--- src/rtl/shared_mul_sched.sv ---
// shared_mul_sched: two requesters share one 32x32 signed shift-add multiplier,
// granted round-robin. Define ZERO_BYPASS_EN to short-cut zero-operand requests.
module shared_mul_sched (
  input  logic        clk,
  input  logic        rst,
  input  logic        req0_valid,
  input  logic [31:0] req0_a,
  input  logic [31:0] req0_b,
  input  logic        req1_valid,
  input  logic [31:0] req1_a,
  input  logic [31:0] req1_b,
  output logic        req0_ready,
  output logic        req1_ready,
  output logic        rsp_valid,
  input  logic        rsp_ready,
  output logic        rsp_id,
  output logic [63:0] rsp_result,
  output logic        busy
);

  typedef enum logic [1:0] {
    IDLE = 2'd0,
    CALC = 2'd1,
    DONE = 2'd2
  } state_t;

  state_t      state_r;
  logic [31:0] m_r;
  logic [31:0] q_r;
  logic [32:0] acc_r;
  logic        sign_r;
  logic        id_r;
  logic        last_r;
  logic        busy_r;
  logic [5:0]  cnt_r;
  logic        rsp_valid_r;
  logic        rsp_id_r;
  logic [63:0] rsp_result_r;

  logic        win_s;
  logic        grant0_s;
  logic        grant1_s;
  logic        fire_s;
  logic [31:0] sel_a_s;
  logic [31:0] sel_b_s;
  logic [32:0] sum_s;
  logic [63:0] prod_s;
  logic [63:0] neg_s;

  // |v| as unsigned; -2^31 maps to 0x8000_0000 without overflow
  function automatic logic [31:0] mag32(input logic [31:0] v);
    return v[31] ? (~v + 32'd1) : v;
  endfunction

  // Round-robin winner: on contention the side not granted last wins
  always_comb begin
    win_s = 1'b0;
    if (req0_valid && req1_valid) begin
      win_s = ~last_r;
    end else if (req1_valid) begin
      win_s = 1'b1;
    end else begin
      win_s = 1'b0;
    end
  end

  assign grant0_s   = (state_r == IDLE) && !rst && req0_valid && !win_s;
  assign grant1_s   = (state_r == IDLE) && !rst && req1_valid &&  win_s;
  assign fire_s     = grant0_s | grant1_s;
  assign sel_a_s    = win_s ? req1_a : req0_a;
  assign sel_b_s    = win_s ? req1_b : req0_b;
  assign sum_s      = q_r[0] ? (acc_r + {1'b0, m_r}) : acc_r;
  assign prod_s     = {acc_r[31:0], q_r};
  assign neg_s      = ~prod_s + 64'd1;

  assign req0_ready = grant0_s;
  assign req1_ready = grant1_s;
  assign rsp_valid  = rsp_valid_r;
  assign rsp_id     = rsp_id_r;
  assign rsp_result = rsp_result_r;
  assign busy       = busy_r;

  // Scheduler FSM, multiplier datapath and registered response
  always_ff @(posedge clk or posedge rst) begin
    if (rst) begin
      state_r      <= IDLE;
      m_r          <= 32'd0;
      q_r          <= 32'd0;
      acc_r        <= 33'd0;
      sign_r       <= 1'b0;
      id_r         <= 1'b0;
      last_r       <= 1'b1;
      busy_r       <= 1'b0;
      cnt_r        <= 6'd0;
      rsp_valid_r  <= 1'b0;
      rsp_id_r     <= 1'b0;
      rsp_result_r <= 64'd0;
    end else begin
      case (state_r)
        IDLE: begin
          if (fire_s) begin
            last_r <= grant1_s;
            m_r    <= mag32(sel_a_s);
            q_r    <= mag32(sel_b_s);
            acc_r  <= 33'd0;
            sign_r <= sel_a_s[31] ^ sel_b_s[31];
            id_r   <= grant1_s;
            cnt_r  <= 6'd0;
            busy_r <= 1'b1;
`ifdef ZERO_BYPASS_EN
            if ((sel_a_s == 32'd0) || (sel_b_s == 32'd0)) begin
              state_r      <= DONE;
              rsp_valid_r  <= 1'b1;
              rsp_id_r     <= grant1_s;
              rsp_result_r <= 64'd0;
            end else begin
              state_r <= CALC;
            end
`else
            state_r <= CALC;
`endif
          end
        end
        CALC: begin
          // cnt_r == 32 means all steps are done; this edge publishes the result
          if (cnt_r == 6'd32) begin
            state_r      <= DONE;
            rsp_valid_r  <= 1'b1;
            rsp_id_r     <= id_r;
            rsp_result_r <= sign_r ? neg_s : prod_s;
          end else begin
            acc_r <= {1'b0, sum_s[32:1]};
            q_r   <= {sum_s[0], q_r[31:1]};
            cnt_r <= cnt_r + 6'd1;
          end
        end
        DONE: begin
          if (rsp_ready) begin
            state_r      <= IDLE;
            busy_r       <= 1'b0;
            rsp_valid_r  <= 1'b0;
            rsp_id_r     <= 1'b0;
            rsp_result_r <= 64'd0;
          end
        end
        default: begin
          state_r      <= IDLE;
          busy_r       <= 1'b0;
          cnt_r        <= 6'd0;
          rsp_valid_r  <= 1'b0;
          rsp_id_r     <= 1'b0;
          rsp_result_r <= 64'd0;
        end
      endcase
    end
  end

endmodule
--- config.mk ---
export PLATFORM = sky130hd
export DESIGN_NAME = shared_mul_sched
export DESIGN_NICKNAME = d
export VERILOG_FILES = /design/src/rtl/shared_mul_sched.sv
export SDC_FILE = /design/constraint.sdc
export NUM_CORES = 1
export LEC_CHECK = 0
export CAP_MARGIN = 0
export CELL_PAD_IN_SITES_DETAIL_PLACEMENT = 0
export CELL_PAD_IN_SITES_GLOBAL_PLACEMENT = 1
export CORE_MARGIN = 1
export CORE_UTILIZATION = 40
export DETAILED_ROUTE_END_ITERATION = 10
export PLACE_DENSITY_LB_ADDON = 0.1
export SETUP_SLACK_MARGIN = 0.05
export SLEW_MARGIN = 20
export SYNTH_ARGS = -nofsm -noshare
export SYNTH_HDL_FRONTEND = slang
export SYNTH_SLANG_ARGS = --single-unit
--- constraint.sdc ---
create_clock -name clk -period 8 [get_ports clk]
set_clock_uncertainty 0.2 [all_clocks]
set_input_delay 2 -clock clk [delete_from_list [all_inputs] [get_ports clk]]
set_output_delay 2 -clock clk [all_outputs]
set_load 0.01 [all_outputs]
Yosys cells after proc, flatten, opt, wreduce, memory -nomap -nowiden
Index checks and enable logic that the tools add are counted.

cells by class
  equality and inequality tests = 7
  muxes and demuxes = 31
  add/subtract/negate cells = 5
  bitwise logic cells = 9
  reduce and logical (&&, ||, !) cells = 16

operator list
  kind                                                                   number
  32-bit 2-to-1 mux                                                      6
  64-bit 2-to-1 mux                                                      3
  64-bit one-hot mux with 3 select lines                                 1
  33-bit 2-to-1 mux                                                      3
  33-bit one-hot mux with 2 select lines                                 1
  32-bit by 1-bit adder with 32-bit output, second input constant        2
  64-bit by 1-bit adder with 64-bit output, second input constant        1
  32-bit inverter                                                        2
  64-bit inverter                                                        1
  32-bit one-hot mux with 2 select lines                                 1
  33-bit by 32-bit adder with 33-bit output                              1
  6-bit one-hot mux with 3 select lines                                  1
  3-bit AND reduction                                                    5
  6-bit 2-to-1 mux                                                       2
  1-bit one-hot mux with 3 select lines                                  3
  2-bit != test, second input constant                                   4
  6-bit by 1-bit adder with 6-bit output, second input constant          1
  6-bit equality test, second input constant                             1
  1-bit logical AND                                                      6
  1-bit 2-to-1 mux                                                       6
  2-bit 2-to-1 mux                                                       3
  2-bit one-hot mux with 3 select lines                                  1
  1-bit inverter                                                         4
  2-bit by 1-bit equality test with 1-bit output, second input constant  1
  7 further kinds                                                        8

word-level totals
  flip-flop bits (word level) = 175
  output and inout bits = 69

Logic depth before layout (Yosys ltp)
Gate-level depths: netlist (run 1).

  depth after elaboration = 8
  depth in mapped cells = 15

Worst setup path after synthesis (run 1)
Ideal clock, no wire load.

  path type = input to output
  start = input req1_valid
  end = output req0_ready
  arrival = 4,206 ps
  stages = 7
  path slack = 1,594 ps
  required time = 5,800 ps
  cells stage by stage = a21bo_2 > clkbuf_1 > buf_1 > clkbuf_1 > buf_2 > buf_1 > and3_1

between the ends
  cells in the longest elaborated chain, start to end = 4

ends and longest elaborated chain
  what                                                          RTL line  RTL
  start: declaration                                            9         input logic req1_valid,
  1-bit 2-to-1 mux / 1-bit logical AND (equally long branches)  60, 58
  1-bit 2-to-1 mux *                                            58        if (req0_valid && req1_valid) begin
  1-bit zero test *                                             67        assign grant0_s = (state_r == IDLE) && !rst && req0_valid && !win_s;
  1-bit logical AND *                                           67
  end: declaration                                              12        output logic req0_ready,

Mark *: on every way between the ends. The rest lies on a longest branch, timed or not.

Worst setup path in the final report (run 1)
  start = input rst
  end = output req1_ready

between the ends
  cells in the longest elaborated chain, start to end = 4

ends and longest elaborated chain
  what                             RTL line  RTL
  start: declaration               5         input logic rst,
  1-bit zero test (no line)        -
  1-bit logical AND (3 in series)  68        assign grant1_s = (state_r == IDLE) && !rst && req1_valid && win_s;
  end: declaration                 13        output logic req1_ready,

Every way passes these cells.

==> results.txt, run 1 <==
* Proportion of layout cells with a drive suffix above 1: 4.49%
- The number of global-route vias before repair was 9849.
* Buffer type at the clock tree root: sky130_fd_sc_hd__clkbuf_16
- The H-tree was split into 4 levels.
- Synthesis inferred 174 register bits.
- Max Transition Viols Final: 0
* Power after layout: 5.56 mW
- The longest clock path from root to sink contains 2 buffers.
* ANT nets after route: 0
* Number of instances in the synthesized netlist: 1439
- STA classifies the critical path endpoint as a primary output.
* Comb power frac: 52.5%
- For this run, design rule violations remaining after detail routing come to 1.
- The highest layer touched by signal routing is met4.
- Global routing consumed, over all layers together, 22.4% of the routing resources.
* Maximum vdd ir drop: 0.000181 V
* Die outline width: 175 um
- Data on the critical path is required at its endpoint by 5.80 ns.
- Sequential-to-total area share from yosys stat: 36.3%
* Crit path time final: 6.39 ns
- In this run the post-CTS setup repair buffer count came out at 0.
- The number of gates resized after CTS was 0.
- Worst skew pair latency: 0.44 ns
- Clock-pin slew was measured on the worst setup and hold paths at 0.07 ns.
- Arrival time of data at the critical path endpoint: 4.19 ns
* Core region area: 0.0296 mm^2
- Summed over all instances, the cell type with the most area after synthesis is sky130_fd_sc_hd__dfrtp_1.
* Mapped Area: 0.0120 mm^2
- Buffers inserted to repair hold after CTS numbered 0.
- Synth top area share: 36.0%
* Transition at the pin with the smallest max-transition slack: 1.01 ns
- P&R area growth vs syn: 23.9%
- After detailed routing, the number of vias per cell comes to 5.37.
* Routed len/inst: 17.0 um
- Total nets after synthesis: 1610
- Routability-driven placement finished with a final weighted congestion of 0.852.
* Number of synthesized flops with an enable pin: 0
- Int Pwr: 3.07 mW
- The first global-routing pass estimated 54700 um of wire.
- Slowest stage delay, CP: 0.80 ns
* Count of port buffers added during placement: 201
- Fraction of synthesis flops using an asynchronous set or reset pin: 100%
- The first detailed-routing pass ran for 10 iterations.
* Cell variety after synth: 69
* Run status: finished with violations
- TritonCTS buffer count: 17
- Kind of launch point of the worst setup path: primary input
* Power share of the sequential group: 33.4%
- CP Buf/Inv Count: 2
- The worst path uses 79.8% of the clock period.
* TritonCTS clock tree: built
- Critical Path Most Common Cell: sky130_fd_sc_hd__clkdlybuf4s50_1
* Die outline height: 175 um
* Number of vias after detailed routing: 10700
* Mean instance size in the synthesized netlist: 8.35 um^2
- Slowest cell on the critical path: sky130_fd_sc_hd__nor3_1
- Number of antenna violations at the first check in global routing: 0
- In the final design database the tool counted 1762 nets.
- Timing would allow up to 157 MHz.
- Number of cells on the worst reg-to-reg path: 10
* Yosys warns: 0
* Fraction of power spent switching nets: 44.8%
- For this run, the leading register cell type out of synthesis is sky130_fd_sc_hd__dfrtp_1.
- For this block, the routed nets add up to 34000 um of wire.
- Area enclosed by the die boundary: 0.0307 mm^2
- Maximum number of pins on one net before global-route repair: 94
- Detailed-route wire length on metal 1: 19200 um
- Along the worst path, the maximum fanout reaches 4.
- After floorplanning, the core was divided into 63 placement rows.
* Cell breakdown of the critical path: clkdlybuf4s50_1 > nor3_1 > and2_1 > clkdlybuf4s50_1
- Pwr dens: 374 mW/mm^2
- Clk pwr share: 14.1%
- Initial standard-cell utilization of the core: 40.6%
- 0 antenna diodes ended up in the layout.
- Summed over all cells, the static leakage comes to 6.37 nW.
* Hold path cells: 2
- Number of logic stages on the critical path including buffering: 4
* # setup viols final: 0
* Net switching power: 2.49 mW
- Number of top-level pins: 202
- Post-Route Setup TNS: 0 ns
- Counting instances in the post-synthesis netlist gives the leading cell types as sky130_fd_sc_hd__nand2_1, sky130_fd_sc_hd__o21ai_0, sky130_fd_sc_hd__dfrtp_1, sky130_fd_sc_hd__nor2_1, sky130_fd_sc_hd__xor2_1.
* Global route total overflow: 0
- Class of the worst hold path: flip-flop to flip-flop
* Violations in the final reports: DRC
* Max-cap violation count: 0
* Metal3 WL: 1970 um
- Setup repair after global routing left no endpoint under its margin.
- HPWL after detailed placement: 25500 um
- For this block, the initial DRC count from the detailed router was 686.
- Detailed route wirelength on metal2: 12600 um
- Cell class contributing the biggest share of worst-path delay: simple AND/OR/NAND/NOR gates
- The most common cell in the synthesized netlist is sky130_fd_sc_hd__nand2_1.
- Setup Crit Path Kind: primary input to primary output
* Worst max-slew margin expressed relative to the limit: 32.6%
- The clock drives 174 sinks.
- The count of endpoints failing hold in the final timing report was 0.
- Main area contributors after synthesis: sky130_fd_sc_hd__dfrtp_1, sky130_fd_sc_hd__o21ai_0, sky130_fd_sc_hd__xor2_1, sky130_fd_sc_hd__nand2_1, sky130_fd_sc_hd__mux2i_1
==> kinds of logic (layout without fill, tap and decap cells) <==
family / after synthesis / after routing / synth area share [%]
buffers and inverters: 98 / 263 / 3.16
AND/OR/NAND/NOR: 490 / 490 / 19.2
adder cells (fa/ha/maj): 38 / 38 / 4.02
multiplexers: 73 / 73 / 6.12
AO/OA/AOI/OAI: 425 / 425 / 21.0
flip-flops: 174 / 174 / 36.3
XOR/XNOR: 141 / 141 / 10.3
==> worst register-to-register path, delay by kind of cell (launching register included) <==
family	cells	cell delay [ns]
buf+inv	1	0.73
flops	1	0.38
simple gates	5	1.61
compound gates	2	0.31
fa+ha+maj	1	0.35
xor+xnor	1	0.20
==> layout make-up <==
cell class,instances,area (um^2)
Fill cell,2938,14700
Multi-Input combinational cell,1167,7310
Sequential cell,174,4360
Timing Repair Buffer,214,2110
Tap cell,390,488
Clock buffer,21,460
Clock inverter,11,83.8
Inverter,17,68.8
==> cell usage in the layout, fill, tap and decap left out, types with 17 or more instances in the layout <==
cell                              Yosys  routed
sky130_fd_sc_hd__a21o_1              17      17
sky130_fd_sc_hd__a21oi_1             94      94
sky130_fd_sc_hd__a31oi_1             21      21
sky130_fd_sc_hd__clkbuf_16            0      17
sky130_fd_sc_hd__clkdlybuf4s50_1      0     201
sky130_fd_sc_hd__dfrtp_1            173     172
sky130_fd_sc_hd__ha_1                37      37
sky130_fd_sc_hd__mux2i_1             69      69
sky130_fd_sc_hd__nand2_1            201     201
sky130_fd_sc_hd__nand3_1             34      34
sky130_fd_sc_hd__nor2_1              99      99
sky130_fd_sc_hd__nor3_1              31      31
sky130_fd_sc_hd__o21ai_0            189     187
sky130_fd_sc_hd__o31ai_1             24      24
sky130_fd_sc_hd__or3_1               22      22
sky130_fd_sc_hd__xnor2_1             43      43
sky130_fd_sc_hd__xor2_1              98      98
==> layer usage <==
layer | track usage, % | vias to the layer above
met2 | 27.8 | 306
met1 | 38.7 | 4909
met3 | 3.72 | 12
li1 | - | 5479
met4 | 4.42 | 0
met5 | 0 | -
==> power groups by stage <==
stage | registers (mW) | logic [mW] | clock network [mW]
global placement | 1.85 | 2.88 | 0
floorplan | 1.70 | 2.02 | 0
CTS | 1.84 | 2.93 | 0.801
finish | 1.86 | 2.92 | 0.783
global route | 1.92 | 3.29 | 0.831
detailed placement | 1.86 | 2.92 | 0
==> path summary, 6_finish.rpt <==
check                      startpoint              to  slack (ns)
max reg2reg                    q_r[0]  rsp_result[42]        4.07
max                               rst      req1_ready        1.61
min reg2reg                 rsp_valid       rsp_valid        0.28
max in group asynchronous         rst          sign_r        4.71
min in group asynchronous         rst      state_r[1]        1.74
min                         rsp_valid       rsp_valid        0.28
==> stage by stage <==
step	util [%]	worst slack, ns	area, um^2	hold slack, ns	cells
2_1_floorplan	-	1.08	12000	0.251	1439
3_3_place_gp	48.5	1.60	14300	0.264	1962
3_5_place_dp	48.5	1.58	14300	0.266	1962
4_1_cts	50.3	1.57	14900	0.283	1994
5_1_grt	50.4	1.51	14900	0.300	1994
6_report	50.4	1.61	14900	0.276	1994
==> registers in the layout (all words and copies together), names as in the netlist <==
| name | cells |
|---|---|
| cnt_r | 6 |
| rsp_valid | 1 |
| rsp_result | 64 |
| id_r | 1 |
| busy | 1 |
| last_r | 1 |
| m_r | 32 |
| acc_r | 32 |
| rsp_id | 1 |
| q_r | 32 |
| state_r | 2 |
| sign_r | 1 |
(Power assumes the default switching activity.)
==> run 2: changes to the inputs <==
Settings changed: CORE_UTILIZATION 40 to 37.
Clock period 8 ns to 5.4 ns, I/O delays scaled along.
==> results.txt, run 2 (same netlist as run 1, synthesis figures left out) <==
- Worst skew pair latency: 0.44 ns
* Top routing layer in use: met4
* Transition at the pin with the smallest max-transition slack: 0.981 ns
* Count of antenna diodes in the layout: 0
- For this configuration, the core starts out at a cell density of 37.9%.
* Worst EP required: 3.85 ns
- After clock tree synthesis, the setup repair step added 0 buffers.
- Count of standard-cell rows: 65
* Hold path cells: 2
- Post-placement cell area: 0.0145 mm^2
- Setup violations remaining at the end of the flow were counted as 0.
- After detailed routing, the total wire length is 34800 um.
- Based on the critical path, the design can be clocked at up to 218 MHz.
- In the routed layout, each cell is associated on average with a via count of 5.34.
- Clock-pin slew was measured on the worst setup and hold paths at 0.06 ns.
* Post-route insts no fill: 2015
* Final weighted congestion in routability-driven placement: 0.857
- The worst setup path is of the primary input to primary output kind.
- After detailed routing, the met2 layer carries 12600 um of wire.
- Global-route wire length before repair: 56400 um
* Maximum number of pins on one net before global-route repair: 67
- RSZ-0062 raised after global routing: false
* Number of failing hold endpoints at the final stage: 0
* P&R area growth vs syn: 25.1%
- The H-tree generated during clock tree synthesis spans 4 levels.
* Kind of launch point of the worst setup path: primary input
- Total area of multi-input combinational cells: 0.00731 mm^2
- Number of resized instances in the post-cts repair step: 0
- For hold timing, the worst endpoint is rsp_result[53].
- Number of cells on the worst reg-to-reg path: 9
* Routed len/inst: 17.3 um
- After filler insertion, the fill cell instance count of the layout stands at 3114.
* Crit path time final: 4.59 ns
- The die is 182 um tall.
- In the routed design, unresolved DRC markers number 0.
* Final #Nets: 1771
* Hold path start: rsp_result[53]
* Kind of capture point of the worst setup path: primary output
* Number of vias after detailed routing: 10800
* Iteration-0 DRC count of the detailed router: 782
- Hold is met by 0.277 ns.
- Area enclosed by the die boundary: 0.0332 mm^2
- ANT nets after route: 0
- Measured along the x axis, the die boundary spans 182 um.
* Global route total overflow: 0
* TritonCTS buffer count: 17
* Buffer type at the clock tree root: sky130_fd_sc_hd__clkbuf_16
- Summed over all failing endpoints, the final setup total negative slack is 0 ns.
- Arrival time of data at the critical path endpoint: 3.04 ns
- For this design, the CTS-stage hold fixing added 0 buffers.
- Worst max-slew margin expressed relative to the limit: 34.6%
- Maximum clock path buffer count: 2
* HPWL after detailed placement: 26900 um
- Number of antenna violations at the first check in global routing: 0
* Leading cell types in the layout, fill and taps excluded: sky130_fd_sc_hd__nand2_1, sky130_fd_sc_hd__clkdlybuf4s50_1, sky130_fd_sc_hd__o21ai_0
* Largest register FFs: 64
- The pre-antenna-repair detailed-routing pass consisted of 4 iterations.
- Worst reg2reg setup slack: 1.64 ns
- Fin crit share: 84.9%
- Run status: finished, final reports clean
* CTS sink count: 174
* Number of placed cells counting well taps: 1983
- Core region area: 0.0317 mm^2
* Worst reg2reg path startpoint: q_r[15]
- Critical path peak fanout: 4
- Max Transition Viols Final: 0
- Global routing used 21.2% of the available tracks across all layers.
- TritonCTS built the clock tree.
* Max-cap violation count: 0
- Proportion of layout cells with a drive suffix above 1: 5.15%
- Class of the worst hold path: flip-flop to flip-flop
- Detailed-route wire length on metal 1: 20300 um
* FF+latch area: 0.00436 mm^2
- The count of buffers added on input and output ports is 201.
- IR analysis of the VDD net gives a maximum drop of 0.000248 V.
- Cell area after layout: 0.0150 mm^2
- During I/O placement, the number of pins put on the boundary was 202.
- Summed over all cells, the static leakage comes to 6.46 nW.
- Metal3 WL: 1730 um
- Endpoint of the worst-slack reg-to-reg timing path: rsp_result[42]
- In this run the power density over the cells is 556 mW/mm^2.
- Vias in the first global route: 10100
run 2: changes by cell type in the layout (fill, tap and decap cells not counted), sizes merged:
cell,before,now
clkinvlp,6,2
clkbuf,21,18
inv,19,24
clkinv,3,5
buf,13,22
run 2: cell type report:
type                       count  share of cell area (%)
clock buffer                  18                    2.92
sequential                   174                    29.0
timing repair buffer         223                    14.8
clock inverter                14                   0.841
inverter                      17                   0.449
tap                          402                    3.35
multi-input combinational   1167                    48.7
run 2: worst max-delay path by stage:
stage / start / end / slack (ns) / depth (start not counted)
after floorplan: req1_valid / m_r[30] / 0.19 / 15
after global placement: req0_valid / m_r[30] / 0.85 / 11
after detailed placement: req0_valid / q_r[30] / 0.67 / 12
after CTS: rst / req1_ready / 0.80 / 5
after global routing: rst / req1_ready / 0.77 / 5
final: rst / req1_ready / 0.81 / 5
run 2: routing by layer:
metal | global-route usage (%) | vias up
met5 | 0 | -
met4 | 3.83 | 0
met3 | 3.43 | 10
met2 | 26.8 | 282
met1 | 36.3 | 4978
li1 | - | 5487
run 2: critical path, stage by stage:
cell	delay (ns)
sky130_fd_sc_hd__clkdlybuf4s50_1	0.50
sky130_fd_sc_hd__nor3_1	0.21
sky130_fd_sc_hd__buf_4	0.20
sky130_fd_sc_hd__and2_1	0.19
sky130_fd_sc_hd__clkdlybuf4s50_1	0.57
run 2: metrics by stage:
step	worst slack [ns]	power, mW	util, %
after floorplan	0.187	5.51	-
after global placement	0.847	7.11	45.6
after detailed placement	0.670	7.15	45.6
after CTS	0.802	8.38	47.4
after global routing	0.772	9.07	47.4
final	0.814	8.36	47.4
run 2: where the power goes:
group	total, mW	switching (mW)	leakage (nW)	internal, mW
clock network	1.20	0.580	0.279	0.620
registers	2.75	0.824	2.16	1.93
logic	4.41	2.39	4.02	2.02
==> run 3: changes to the inputs <==
Clock period 5.4 ns to 3.7 ns, I/O delays scaled along.
==> results.txt, run 3 (same netlist as run 1, synthesis figures left out) <==
- The run finished with clean final reports.
- HPWL after detailed placement: 28000 um
- Final weighted congestion in routability-driven placement: 0.883
- Vias in the first global route: 10300
- The critical path is of the primary input to primary output type.
- Per report_power, the clock group accounts for 14.9% of the total.
- Kind of launch point of the worst setup path: primary input
- Global routing consumed, over all layers together, 22.1% of the routing resources.
* Count of port buffers added during placement: 201
- Initial standard-cell utilization of the core: 37.9%
- P&R area growth vs syn: 31.5%
- GR Layer Usage met2: 27.3%
- After detailed routing, the number of remaining DRC violations is 0.
* Die outline width: 182 um
- Entering global routing, the biggest net connects 90 pins.
* Post-placement setup slack: -0.0961 ns
- Layout fillers: 3107
* Critical path peak fanout: 3
- Area enclosed by the die boundary: 0.0332 mm^2
- ANT nets after route: 0
- At the worst endpoint, the required time is 2.57 ns.
- Max-cap violation count: 0
* Crit path time final: 3.60 ns
* Count of standard-cell rows: 65
* Core region area: 0.0317 mm^2
* Leading cell types in the layout, fill and taps excluded: sky130_fd_sc_hd__nand2_1, sky130_fd_sc_hd__clkdlybuf4s50_1, sky130_fd_sc_hd__o21ai_0
* Number of top-level pins: 202
* Buffer type at the clock tree root: sky130_fd_sc_hd__clkbuf_16
- Before antenna repair, the detailed router went through 5 iterations.
- CTS sink count: 174
- RSZ-0062 raised after global routing: true
- Max Transition Viols Final: 0
- Cells with a size suffix above 1 make up 10.4% of the layout.
* Count of antenna diodes in the layout: 0
* Post-CTS setup buffer count: 0
- Fraction of power spent switching nets: 43.8%
- The count of endpoints failing hold in the final timing report is 0.
- The min-delay analysis places its worst path in the category flip-flop to flip-flop.
* Crit path setup slack, layout: 0.0958 ns
- Static timing analysis puts the maximum clock frequency at 277 MHz.
- met1 is the most crowded layer.
- After detailed routing, the total wire length is 36000 um.
* Pwr dens: 802 mW/mm^2
- Int Pwr: 7.12 mW
- After detailed routing, the average wire length per cell comes to 17.2 um.
- TritonCTS clock tree: built
* Power share of the sequential group: 30.4%
- Measured along the y axis, the die boundary spans 182 um.
- Counting the buffers created by CTS gives 17.
- Summed over all nets, the switching power comes to 5.54 mW.
* Most common library cell in the layout ignoring fill and taps: sky130_fd_sc_hd__nand2_1
- Final standard cell utilization of the core: 49.8%
- CTS built an H-tree with a depth of 4.
* Iteration-0 DRC count of the detailed router: 821
- Per-cell via count in the routed design: 5.32
* Worst max-slew margin expressed relative to the limit: 31.4%
- Transition at the pin with the smallest max-transition slack: 1.03 ns
- Data on the critical path arrives at its endpoint at 2.48 ns.
- At the later pin of the worst-skew pair, clock insertion delay measures 0.43 ns.
- The number of antenna violations at the first check in global routing was 0.
- Leak: 6.89 nW
- In the global route stage, met1 resource usage came out at 38.5%.
* Number of vias after detailed routing: 11200
* Largest register FFs: 64
- Global-route wire length before repair: 58200 um
- Combinational logic is responsible for 54.7% of the overall power.
- Kind of capture point of the worst setup path: primary output
* Met3 capacity usage during global routing: 3.17%
- After clock tree synthesis, the clock-pin slew on the worst setup and hold paths is 0.07 ns.
- Counting along the longest clock path gives a buffer depth of 2.
- Hold_buf cts: 0
- Fin crit share: 97.4%
- # setup viols final: 0
- Global route total overflow: 0
- Final #Nets: 1852
* Maximum vdd ir drop: 0.000391 V
run 3: cell types whose count changed in the layout (fill, tap and decap cells not counted), moves of 3 or more:
cell,before,now
sky130_fd_sc_hd__buf_12,4,8
sky130_fd_sc_hd__buf_4,18,95
sky130_fd_sc_hd__bufinv_16,0,3
sky130_fd_sc_hd__inv_6,6,2
sky130_fd_sc_hd__o21ai_0,187,177
sky130_fd_sc_hd__o21ai_1,5,13
run 3: final timing paths:
check                               start              to  slack (ns)  depth (start not counted)
max                            req0_valid      req1_ready         0.1                          5
min                        rsp_result[47]  rsp_result[47]        0.28                          2
max reg2reg                        q_r[1]  rsp_result[63]        0.21                          8
min reg2reg                rsp_result[47]  rsp_result[47]        0.28                          2
max in group asynchronous             rst  rsp_result[60]        1.90                          4
min in group asynchronous             rst        acc_r[4]        0.96                          4
run 3: power by group through the flow:
stage	Combinational, mW	Sequential, mW	Clock, mW
6_report	6.92	3.85	1.89
3_5_place_dp	6.88	3.86	0
4_1_cts	6.90	3.83	1.94
2_1_floorplan	4.41	3.67	0
5_1_grt	7.76	4.00	2.02
3_3_place_gp	6.83	3.84	0
run 3: final cells by class:
class	instances	area, um^2	area share, %
multi-input combinational	1167	7380	46.7
tap	402	503	3.18
inverter	17	67.6	0.428
sequential	174	4360	27.6
clock inverter	12	160	1.01
clock buffer	20	447	2.83
timing repair buffer	304	2880	18.3
run 3: critical path: stages:
cell and delay [ns]:
sky130_fd_sc_hd__clkdlybuf4s50_1 0.44, sky130_fd_sc_hd__buf_4 0.16, sky130_fd_sc_hd__a21boi_2 0.22, sky130_fd_sc_hd__and2_1 0.20
sky130_fd_sc_hd__clkdlybuf4s50_1 0.54
run 3: metrics by stage:
stage / instances / setup TNS, ns / cell area [um^2] / power, mW / hold slack, ns
after floorplan: 1439 / 0 / 12100 / 8.08 / 0.251
after global placement: 2064 / -0.263 / 15200 / 10.7 / 0.262
after detailed placement: 2064 / -0.777 / 15200 / 10.7 / 0.267
after CTS: 2096 / 0 / 15800 / 12.7 / 0.284
after global routing: 2096 / 0 / 15800 / 13.8 / 0.295
final: 2096 / 0 / 15800 / 12.7 / 0.276
run 3: timing repair:
action,in CTS,in global routing
pin swaps,0,1
setup endpoints to repair,1,12
gates resized for setup,1,9
run 3: layer usage:
| metal | wire length, um | vias up |
|---|---|---|
| met5 | 0 | - |
| met4 | 253 | 0 |
| met3 | 1770 | 17 |
| met2 | 13000 | 311 |
| met1 | 21000 | 5177 |
| li1 | - | 5650 |
==> RTL edit (flow settings as in run 3) <==
Add a define of `ZERO_BYPASS_EN`.
--- a/src/rtl/shared_mul_sched.sv
+++ b/src/rtl/shared_mul_sched.sv
@@ -1,4 +1,6 @@
 // shared_mul_sched: two requesters share one 32x32 signed shift-add multiplier,
 // granted round-robin. Define ZERO_BYPASS_EN to short-cut zero-operand requests.
+`define ZERO_BYPASS_EN
+
 module shared_mul_sched (
   input  logic        clk,
Check against the original RTL: not equivalent (Yosys sat finds a counterexample within 4 cycles, from zero or initial values and one cycle with rst high).
==> RTL edit against run 3 <==
Non-clock buffer count rose by 54. Routed wire length rose by 2.9%. Area after synthesis rose by 0.32%. Design area rose by 3.3%. Sequential share of layout area fell by 0.89 points. Sequential power fell by 4%. Total power rose by 1.0%. Sequential cell count did not move. Worst setup slack improved by 0.17 ns. Critical endpoint is now rsp_result[60]. Highest routed layer unchanged.
==> RTL edit: results (changes against run 3) <==
| Item | Value | Unit | Delta |
|---|---|---|---|
| Result of the run | completed | - |  |
| Final hold slack | 0.291 | ns | +0.0147 ns |
| Leading post-synthesis cells by instance count | sky130_fd_sc_hd__dfrtp_1, sky130_fd_sc_hd__o21ai_0, sky130_fd_sc_hd__nand2_1 | - |  |
| Total nets after synthesis | 1541 | - | -4.3% |
| Resize count post-CTS | 4 | - | +3 |
| Fraction of area in registers | 26.7 | % | -0.89 points |
| CP endpoint kind | flop | - |  |
| Number of vias per cell after detailed routing | 5.28 | - | -0.82% |
| Terminating pin of the worst hold path | m_r[26] | - |  |
| Main area contributors after synthesis | sky130_fd_sc_hd__dfrtp_1, sky130_fd_sc_hd__xnor2_1, sky130_fd_sc_hd__mux2i_1 | - |  |
| Worst setup slack before clock tree synthesis | -0.477 | ns | -0.381 ns |
| Fill cell total of the finished layout | 3012 | - | -3.1% |
| Share of the yosys chip area belonging to registers | 36.1 | % | -0.12 points |
| Net switching power | 5.65 | mW | +1.9% |
| Non-Clock Buffer Area Fraction | 20.6 | % | +2.4 points |
| Number of nets in the layout | 1837 | - | -0.81% |
| Slowest CP cell | sky130_fd_sc_hd__or4_4 | - |  |
| Endpoint of the most critical register-to-register path | rsp_result[60] | - |  |
| Register-to-Register Path Depth | 11 | - | +3 |
| Final routed wire length divided by cell count | 17.5 | µm | +2.1% |
| Maximum fanout count along the critical path | 6 | - | +3 |
| Mean cell area of the mapped netlist | 8.80 | µm² | +5.4% |
| Multi-input gate share of total cell area | 45.4 | % | -1.3 points |
| Global placement routability congestion | 0.858 | - | -2.9% |
| Largest net degree at the start of global routing | 67 | - | -26% |
| Setup Fix Bufs, Post-CTS | 3 | - | +3 |
| Total leakage power | 7.14 | nW | +3.6% |
| Crit start category | flop | - |  |
| Final Core Density | 51.3 | % | +1.5 points |
| Area growth, synth to finish | 35.4 | % |  |
| Gr usage total | 21.9 | % | -0.19 points |
| Number of different library cells in the post-synthesis netlist | 70 | - | +1.4% |
| Largest vdd supply drop | 0.000405 | V | +3.6% |
| First-pass GRT wire length | 58.0 | mm | -0.39% |
| Transition time of the tightest slew-check pin | 1.02 | ns | -0.00542 ns |
| Multi-input logic area | 7410 | µm² | +0.49% |
| Number of vias after detailed routing | 11158 | - | +0.027% |
-- RTL edit: changes by cell type after synthesis, moves of 12 or more --
| cell | delta |
|---|---|
| sky130_fd_sc_hd__nand2_1 | -71 |
| sky130_fd_sc_hd__a22o_1 | +56 |
| sky130_fd_sc_hd__o21ai_0 | -52 |
| sky130_fd_sc_hd__xor2_1 | -45 |
| sky130_fd_sc_hd__xnor2_1 | +44 |
| sky130_fd_sc_hd__nor2_1 | -13 |
| sky130_fd_sc_hd__a22oi_1 | -12 |
| sky130_fd_sc_hd__or3_1 | -12 |
-- RTL edit: metal layers --
layer / GRT usage, % / vias to the layer above / part of all wire (%)
li1: - / 5630 / -
met1: 35.4 / 5178 / 54
met2: 29.6 / 328 / 39
met3: 3.95 / 22 / 5.6
met4: 4.37 / 0 / 0.85
met5: 0 / - / 0
-- RTL edit: kinds of logic after synthesis --
group	share of synthesized area, %
fa+ha+maj	4.01
mux	6.24
simple gates	16.8
buf+inv	3.72
flops	36.1
xor+xnor	10.2
compound gates	22.9
